### src/rtl/change_dispenser.sv
// Coin-payout stage: pays a two-digit BCD change amount as 10-coins then at most one 5-coin,
// holding each coin's LED pattern for STEP_CYCLES cycles.
module change_dispenser #(
  parameter int STEP_CYCLES = 4
) (
  input  logic       clk_select,
  input  logic       rst,
  input  logic       start,
  input  logic [3:0] bcd_tens,
  input  logic [3:0] bcd_units,
  output logic       busy,
  output logic       done,
  output logic       err,
  output logic       coin_10,
  output logic       coin_5,
  output logic [9:0] drop_money,
  output logic [3:0] tens_left,
  output logic [3:0] units_left,
  output logic [6:0] paid_out
);

  localparam int TW = $clog2(STEP_CYCLES) + 1;
  localparam logic [TW-1:0] TIMER_LOAD = TW'(STEP_CYCLES - 1);

  typedef enum logic [1:0] {IDLE, CHECK, HOLD, DONE} state_t;

  state_t        state, state_nx;
  logic [TW-1:0] timer, timer_nx;
  logic          err_nx, coin_10_nx, coin_5_nx;
  logic [9:0]    drop_money_nx;
  logic [3:0]    tens_left_nx, units_left_nx;
  logic [6:0]    paid_out_nx;
  logic          req_invalid;

  assign req_invalid = (bcd_tens > 4'd9) || ((bcd_units != 4'd0) && (bcd_units != 4'd5));

  always_ff @(posedge clk_select or posedge rst) begin
    if (rst) begin
      state      <= IDLE;
      timer      <= '0;
      err        <= 1'b0;
      coin_10    <= 1'b0;
      coin_5     <= 1'b0;
      drop_money <= '0;
      tens_left  <= '0;
      units_left <= '0;
      paid_out   <= '0;
    end else begin
      state      <= state_nx;
      timer      <= timer_nx;
      err        <= err_nx;
      coin_10    <= coin_10_nx;
      coin_5     <= coin_5_nx;
      drop_money <= drop_money_nx;
      tens_left  <= tens_left_nx;
      units_left <= units_left_nx;
      paid_out   <= paid_out_nx;
    end
  end

  // Coin pulses default low so they last exactly one cycle after the CHECK that issued them.
  always_comb begin
    state_nx      = state;
    timer_nx      = timer;
    err_nx        = err;
    coin_10_nx    = 1'b0;
    coin_5_nx     = 1'b0;
    drop_money_nx = drop_money;
    tens_left_nx  = tens_left;
    units_left_nx = units_left;
    paid_out_nx   = paid_out;
    case (state)
      IDLE: begin
        if (start) begin
          if (req_invalid) begin
            err_nx = 1'b1;
          end else begin
            err_nx        = 1'b0;
            tens_left_nx  = bcd_tens;
            units_left_nx = bcd_units;
            paid_out_nx   = 7'd0;
            state_nx      = CHECK;
          end
        end
      end
      CHECK: begin
        if (tens_left != 4'd0) begin
          coin_10_nx    = 1'b1;
          drop_money_nx = 10'h3FF;
          tens_left_nx  = tens_left - 4'd1;
          paid_out_nx   = paid_out + 7'd10;
          timer_nx      = TIMER_LOAD;
          state_nx      = HOLD;
        end else if (units_left == 4'd5) begin
          coin_5_nx     = 1'b1;
          drop_money_nx = 10'h3E0;
          units_left_nx = 4'd0;
          paid_out_nx   = paid_out + 7'd5;
          timer_nx      = TIMER_LOAD;
          state_nx      = HOLD;
        end else begin
          state_nx = DONE;
        end
      end
      HOLD: begin
        if (timer == '0) begin
          drop_money_nx = 10'h000;
          state_nx      = CHECK;
        end else begin
          timer_nx = timer - 1'b1;
        end
      end
      DONE: state_nx = IDLE;
      default: state_nx = IDLE;
    endcase
  end

  assign busy = (state == CHECK) || (state == HOLD);
  assign done = (state == DONE);

endmodule

### config.mk
export PLATFORM = sky130hd
export DESIGN_NAME = change_dispenser
export DESIGN_NICKNAME = d
export VERILOG_FILES = /design/src/rtl/change_dispenser.sv
export SDC_FILE = /design/constraint.sdc
export NUM_CORES = 1
export LEC_CHECK = 0
export ABC_AREA = 1
export CAP_MARGIN = 20
export CELL_PAD_IN_SITES_DETAIL_PLACEMENT = 1
export CELL_PAD_IN_SITES_GLOBAL_PLACEMENT = 1
export CORE_ASPECT_RATIO = 0.9
export CORE_MARGIN = 2
export CORE_UTILIZATION = 35
export DETAILED_ROUTE_END_ITERATION = 10
export GPL_ROUTABILITY_DRIVEN = 1
export PLACE_DENSITY_LB_ADDON = 0.25
export SLEW_MARGIN = 20
export SYNTH_ARGS = -nofsm -noshare
export SYNTH_HDL_FRONTEND = slang
export SYNTH_SLANG_ARGS = --single-unit
export TNS_END_PERCENT = 10
### constraint.sdc
create_clock -name clk_select -period 1.7 [get_ports clk_select]
set_input_delay 0.34 -clock clk_select [delete_from_list [all_inputs] [get_ports clk_select]]
set_output_delay 0.34 -clock clk_select [all_outputs]
set_load 0.03 [all_outputs]
==> flow_metrics.py, run 1 <==
metrics = {
    "placed_design": {
        "dp_hpwl_um": 3270,
        "dp_cells": 308,
        "placed_area_um2": 2250,
        "gp_congestion": 0.798,
        "numPortBuffers": 40,
    },
    "final_layout": {
        "final_cell_area_um2": 2290,
        "fin_cells": 312,
        "diodes": 0,
        "syn_to_final_growth_pct": 28.4,
        "final_net_count": 270,
        "drive_gt1_share_pct": 23.1,
    },
    "power_and_ir_drop": {
        "powerDensity_nw_per_um2": 2020,
        "power_leakage_nw": 1.16,
        "clockPowerShare_pct": 7.6,
        "p_sw_mw": 2.47,
        "seqPwrFrac_pct": 22.6,
        "netSwitchingFraction_pct": 53.4,
        "irDropWorstVdd_mv": 0.607,
        "intPower_mw": 2.15,
        "fin_total_pwr_mw": 4.62,
        "p_comb_share_pct": 69.7,
    },
    "die": {
        "row_count": 24,
        "pin_count": 41,
        "start_util_pct": 36.6,
        "die_w_um": 79.2,
        "chipHeight_um": 71.7,
        "coreArea_um2": 4860,
        "dieArea_um2": 5680,
    },
    "sta": {
        "hold_violations": 0,
        "max_freq_mhz": 605,
        "whs_ps": 423,
        "worstMarginPinSlew_ps": 322,
        "setup_viol": 0,
        "fin_crit_sh_pct": 97.2,
        "rsz0062_at_grt": "true",
        "drv_slew": 0,
        "fin_crit_ps": 1650,
        "clock-skew-final_ps": 0.510,
        "relSlewSlack_pct": 78.5,
    },
    "synthesis": {
        "synth_edf_count": 0,
        "synth-main-ff-cell": "dfrtp_1",
        "yosys_warnings": 0,
        "synth-seq-area-share_pct": 35.1,
        "synth_area_um2": 1780,
        "netlist_instances": 204,
        "synthesis.nets": 226,
        "avgSynthCellArea_um2": 8.73,
        "synthArstFlopShare_pct": 100,
        "ys_ff_latch": 25,
        "synthDistinctLibCells": 33,
    },
    "setup_path": {
        "path_delay_family": "buffers and inverters",
        "start_kind": "flip-flop",
        "critPathSlowestCell": "clkdlybuf4s50_1",
        "critPathMaxFanout": 2,
        "worstPathRequired_ps": 1360,
        "critPathKind": "flip-flop to output port",
        "arrival_ps": 1310,
        "slowest_delay_ps": 670,
        "cp_num_cells": 1,
        "reg2reg_depth": 9,
        "reg2reg_from": "state[1]",
        "endpoint_kind": "output port",
        "worst-path-buf-inv": 1,
        "startpoint": "units_left[3]",
        "crit_chain": "clkdlybuf4s50_1",
    },
    "min_path": {
        "hp-class": "primary input to async pin",
    },
    "global_routing": {
        "grt_usage_pct": 15.5,
        "first_global_vias": 1464,
        "gr-total-overflow": 0,
        "grt_antenna_before_repair": 0,
        "grt_max_degree": 26,
        "grt_pass1_wl_um": 6930,
    },
    "clocking": {
        "root_buffer": "clkbuf_8",
        "ctsHoldBuffers": 0,
        "cts_buffers": 3,
        "clk_pin_slew_worst_paths_ps": 90,
        "cts_tree": "done",
        "cts_buffer_depth": 2,
        "cts_sinks": 25,
        "htreeDepth": 1,
        "worstSkewPairLatency_ps": 270,
        "cts_setup_buffers": 0,
    },
    "drt": {
        "routed_wl_um": 4000,
        "drt_pass1_iterations": 3,
        "avgViaCountPerCell": 4.59,
        "wire_per_inst_um": 12.8,
        "vias": 1433,
        "drc": 0,
        "ant_nets": 0,
        "initialDrtViolationCount": 53,
    },
    "run_status": {
        "status": "finished clean",
    },
    "job": {
        "maxCapViolCount": 0,
    },
}
## layer usage
metal / GRT usage [%] / part of all wire (%) / up-vias
li1: - / - / 732
met1: 20.3 / 46 / 671
met2: 26.6 / 50 / 28
met3: 3.15 / 3.8 / 2
met4: 3.45 / 0.73 / 0
met5: 0 / 0 / -
## worst paths after layout
check,endpoint,slack [ps]
worst max-delay path,units_left[3],50
min in group clk_select,err,520
max in group asynchronous,tens_left[0],1010
worst min register to register,err,520
worst min-delay path,units_left[0],420
worst max register to register,paid_out[0],100
## power by group through the flow
stage / Combinational, mW / Clock (mW) / Sequential (mW)
after floorplan: 2.09 / 0 / 1.39
after global placement: 3.33 / 0 / 1.06
after detailed placement: 3.39 / 0 / 1.07
after CTS: 3.26 / 0.365 / 1.05
after global routing: 3.53 / 0.399 / 1.10
final: 3.22 / 0.352 / 1.05
## final cells by class
class                   instances  area [um2]
clock buffers                   3        41.3
clock inverters                 1        5.00
fillers                       597        2580
inverters                      25        93.8
multi-input cells             142         975
flip-flops and latches         25         627
well taps                      65        81.3
repair buffers                 51         465
## synthesized netlist by cell type (3+ instances only)
master	number	area, um2
inv_2	4	15.0
xnor2_1	3	26.3
nand4_1	4	25.0
nor2_8	4	80.1
ha_1	11	138
o21ai_1	13	65.1
dfrtp_1	25	626
a21oi_1	6	30.0
o21ai_0	3	15.0
xor2_1	5	43.8
nor2_1	7	26.3
inv_1	21	78.8
nor3_1	3	15.0
nand3_1	9	45.0
nand2_1	39	146
o21ai_2	8	70.1
nand2_2	11	68.8
buf_4	10	75.1
## flip-flops by register name, summed over array words and instances (netlist names)
signal	count
coin_10	1
coin_5	1
drop_money	2
err	1
paid_out	7
state	2
tens_left	4
timer	3
units_left	4
## per-stage QoR
stage | utilization, % | setup TNS (ps) | worst slack, ps
finish | 47.0 | 0 | 48.4
global route | 47.0 | -25.5 | -25.5
CTS | 46.8 | 0 | 4.27
detailed placement | 46.3 | -339 | -47.9
global placement | 46.3 | -88.3 | -21.9
floorplan | - | 0 | 135
## repair_timing
action | in CTS | in global routing
setup endpoints to repair | 19 | 9
gates resized for setup | 19 | 6
hold endpoints to repair | 0 | 0
pin swaps | 0 | 0
## logic make-up (layout without fill, tap and decap cells)
logic type	after synthesis	count (layout)	share of synthesized area [%]
simple gates	88	88	29.9
buf+inv	37	80	10.4
compound gates	33	33	11.7
flops	25	25	35.1
fa+ha+maj	11	11	7.72
xor+xnor	8	8	3.93
mux	2	2	1.19
## cells in the final DEF, fill, tap and decap left out, types with 9 or more instances in the layout
cell	instances
nand2_2	11
inv_1	21
dfrtp_1	24
nand2_1	39
buf_4	12
o21ai_2	9
nand3_1	9
o21ai_1	12
dlygate4sd2_1	18
ha_1	11
clkdlybuf4s50_1	17
## worst register-to-register path: stages, from the launching register on
cell and delay, ps:
dfrtp_1 410, inv_1 80, ha_1 260, buf_4 200
nand2_4 90, o21ai_2 70, nor2_4 130, nand2_2 100
nand2_1 90, o21ai_2 60
No activity file was read; power rests on OpenSTA's default activity.
==> inputs of run 2 (changes only) <==
--- a/config.mk
+++ b/config.mk
@@ -12,6 +12,7 @@
 export CORE_ASPECT_RATIO = 0.9
 export CORE_MARGIN = 2
 export CORE_UTILIZATION = 35
+export CTS_CLUSTER_SIZE = 40
 export DETAILED_ROUTE_END_ITERATION = 10
 export GPL_ROUTABILITY_DRIVEN = 1
 export PLACE_DENSITY_LB_ADDON = 0.25
==> results of run 2 <==
Final layout, timing and power as in run 1 (identical DEF).
==> inputs of run 3 (changes only) <==
--- a/config.mk
+++ b/config.mk
@@ -5,7 +5,6 @@
 export SDC_FILE = /design/constraint.sdc
 export NUM_CORES = 1
 export LEC_CHECK = 0
-export ABC_AREA = 1
 export CAP_MARGIN = 20
 export CELL_PAD_IN_SITES_DETAIL_PLACEMENT = 1
 export CELL_PAD_IN_SITES_GLOBAL_PLACEMENT = 1
==> flow_metrics.py, run 3 <==
metrics = {
    "synthesis": {
        "yosysTopAreaCellShare_pct": 37.0,
        "synth_edf_count": 0,
        "synth_area_um2": 1690,
        "synth-seq-area-share_pct": 37.0,
        "yosys_warnings": 0,
        "synth_top_area_cell": "dfrtp_1",
        "synthesis.nets": 201,
        "avgSynthCellArea_um2": 9.44,
        "ys_ff_latch": 25,
        "synth-main-ff-cell": "dfrtp_1",
        "netlist_instances": 179,
        "yosys-top-cells-count": "dfrtp_1, inv_1, o21ai_0",
        "synth_area_leaders": "dfrtp_1, ha_1, buf_4, o21ai_0, mux2i_1",
        "synthDistinctLibCells": 54,
        "synth.most_common_cell": "dfrtp_1",
        "synthArstFlopShare_pct": 100,
    },
    "die": {
        "pin_count": 41,
        "dieArea_um2": 5400,
        "die_w_um": 77.2,
        "row_count": 23,
        "coreArea_um2": 4550,
        "start_util_pct": 37.1,
        "chipHeight_um": 69.9,
    },
    "sta": {
        "fin_crit_sh_pct": 114,
        "relSlewSlack_pct": 76.5,
        "hold_violations": 0,
        "setup_ws_ps": -237,
        "rsz0062_at_grt": "true",
        "worstMarginPinSlew_ps": 348,
        "setup_viol": 14,
        "max_freq_mhz": 516,
        "clock-skew-final_ps": 6.27,
        "fin_crit_ps": 1940,
        "whs_ps": 423,
        "drv_slew": 0,
    },
    "power_and_ir_drop": {
        "seqPwrFrac_pct": 21.8,
        "power_leakage_nw": 1.26,
        "fin_total_pwr_mw": 4.91,
        "intPower_mw": 2.49,
        "p_sw_mw": 2.42,
        "p_comb_share_pct": 70.5,
        "netSwitchingFraction_pct": 49.3,
        "powerDensity_nw_per_um2": 1940,
        "clockPowerShare_pct": 7.7,
        "irDropWorstVdd_mv": 0.707,
    },
    "drt": {
        "vias": 1658,
        "initialDrtViolationCount": 29,
        "ant_nets": 0,
        "routed_wl_um": 5520,
        "drc": 0,
        "wire_per_inst_um": 17.6,
        "drt_pass1_iterations": 4,
        "avgViaCountPerCell": 5.28,
    },
    "global_routing": {
        "gr-total-overflow": 0,
        "grt_usage_pct": 20.9,
        "grt_max_degree": 26,
        "first_global_vias": 1843,
        "grt_antenna_before_repair": 0,
        "grt_pass1_wl_um": 9130,
    },
    "setup_path": {
        "slowest_delay_ps": 420,
        "worstPathRequired_ps": 1910,
        "crit_chain": "inv_2 -> ha_4 -> or3b_4 -> nand2_2 -> a221o_1 -> or4_1 -> nand3b_1",
        "arrival_ps": 2150,
        "start_kind": "flip-flop",
        "critPathMaxFanout": 6,
        "worst-path-buf-inv": 1,
        "path_delay_family": "simple AND/OR/NAND/NOR gates",
        "endpoint_kind": "flip-flop",
        "critPathKind": "flip-flop to flip-flop",
        "critPathSlowestCell": "or4_1",
    },
    "final_layout": {
        "final_cell_area_um2": 2520,
        "final_net_count": 275,
        "mostFrequentLayoutCells": "buf_4, dlygate4sd2_1, dfrtp_1",
        "syn_to_final_growth_pct": 49.4,
        "drive_gt1_share_pct": 31.7,
        "fin_util_pct": 55.5,
        "top_register": "paid_out",
        "largest_registers": "paid_out (7), tens_left (4), units_left (4)",
        "largest_register_ffs": 7,
        "multiInputGateArea_um2": 1010,
        "regArea_um2": 628,
        "diodes": 0,
        "final_common_cell": "buf_4",
        "fillers": 551,
    },
    "placed_design": {
        "gp_congestion": 0.814,
        "placed_area_um2": 2380,
        "dp_hpwl_um": 4120,
        "numPortBuffers": 40,
        "pre_cts_ws_ps": -561,
    },
    "clocking": {
        "clk_pin_slew_worst_paths_ps": 100,
        "ctsHoldBuffers": 0,
        "cts_buffers": 3,
        "htreeDepth": 1,
        "root_buffer": "clkbuf_8",
        "cts_sinks": 25,
        "cts_tree": "done",
        "worstSkewPairLatency_ps": 280,
        "cts_buffer_depth": 2,
    },
    "run_status": {
        "violations": "negative setup slack",
        "status": "complete, but fails checks",
    },
    "job": {
        "maxCapViolCount": 0,
    },
    "min_path": {
        "hp-class": "primary input to async pin",
    },
}
run 3: changes by cell type in the layout (fill, tap and decap cells not counted), sizes merged, moves of 4 or more:
cell | previous run | this run
and3 | 0 | 4
buf | 12 | 46
clkdlybuf4s50 | 17 | 7
dlygate4sd2 | 18 | 27
inv | 25 | 12
mux2i | 1 | 5
nand2 | 53 | 13
nand3 | 11 | 6
nor2 | 14 | 7
nor3b | 0 | 4
o21ai | 24 | 13
xor2 | 5 | 1
run 3: cell families (layout without fill, tap and decap cells):
logic type / Yosys count / in the layout / share of synthesized area [%]
buffers and inverters: 28 / 101 / 8.74
AO/OA/AOI/OAI: 50 / 50 / 20.2
flip-flops: 25 / 25 / 37.0
multiplexers: 7 / 7 / 4.30
AND/OR/NAND/NOR: 56 / 56 / 20.5
XOR/XNOR: 2 / 2 / 1.04
adder cells (fa/ha/maj): 11 / 11 / 8.15
run 3: final cells by class:
| cell class | instances | share of cell area, % |
|---|---|---|
| Clock buffer | 4 | 1.78 |
| Sequential cell | 25 | 24.9 |
| Timing Repair Buffer | 85 | 28.6 |
| Multi-Input combinational cell | 126 | 39.9 |
| Inverter | 12 | 1.78 |
| Tap cell | 62 | 3.07 |
run 3: per-layer routing:
| metal | track usage, % | routed length, um |
|---|---|---|
| met5 | 0 | 0 |
| met1 | 26.1 | 2440 |
| met4 | 3.97 | 31 |
| met3 | 2.20 | 139 |
| met2 | 38.9 | 2910 |
run 3: power by group through the flow:
stage               sequential (mW)  clock [mW]  combinational [mW]
floorplan                      1.39           0                1.69
global placement               1.04           0                3.20
detailed placement             1.07           0                3.36
CTS                            1.07       0.384                3.38
global route                   1.11       0.414                3.72
finish                         1.07       0.380                3.46
run 3: through the flow:
step	setup TNS (ps)	std cells
floorplan	-1320	179
global placement	-6510	305
detailed placement	-7640	305
CTS	-1450	313
global route	-2750	314
finish	-1440	314
run 3: worst register-to-register path, cell delays in order (launching register included):
cell	delay (ps)
dfrtp_2	380
inv_2	50
ha_4	150
or3b_4	310
nand2_2	90
a221o_1	380
or4_1	420
nand3b_1	90
run 3: final timing paths:
| check | from | endpoint | slack, ps | cells past startpoint |
|---|---|---|---|---|
| min in group clk_select | units_left[3] | units_left[3] | 530 | 1 |
| worst min-delay path | rst | units_left[2] | 420 | 3 |
| worst max-delay path | tens_left[1] | paid_out[6] | -240 | 7 |
| max in group asynchronous | rst | tens_left[1] | 1010 | 3 |
| worst max register to register | tens_left[1] | paid_out[6] | -240 | 7 |
| worst min register to register | units_left[3] | units_left[3] | 530 | 1 |
run 3: what timing repair did:
action                                  4_1_cts  5_1_grt
endpoints found under the setup margin       45       21
gates cloned                                  0        0
resized for setup                            48       13
pin swaps                                     8        2
buffers inserted                              4        1
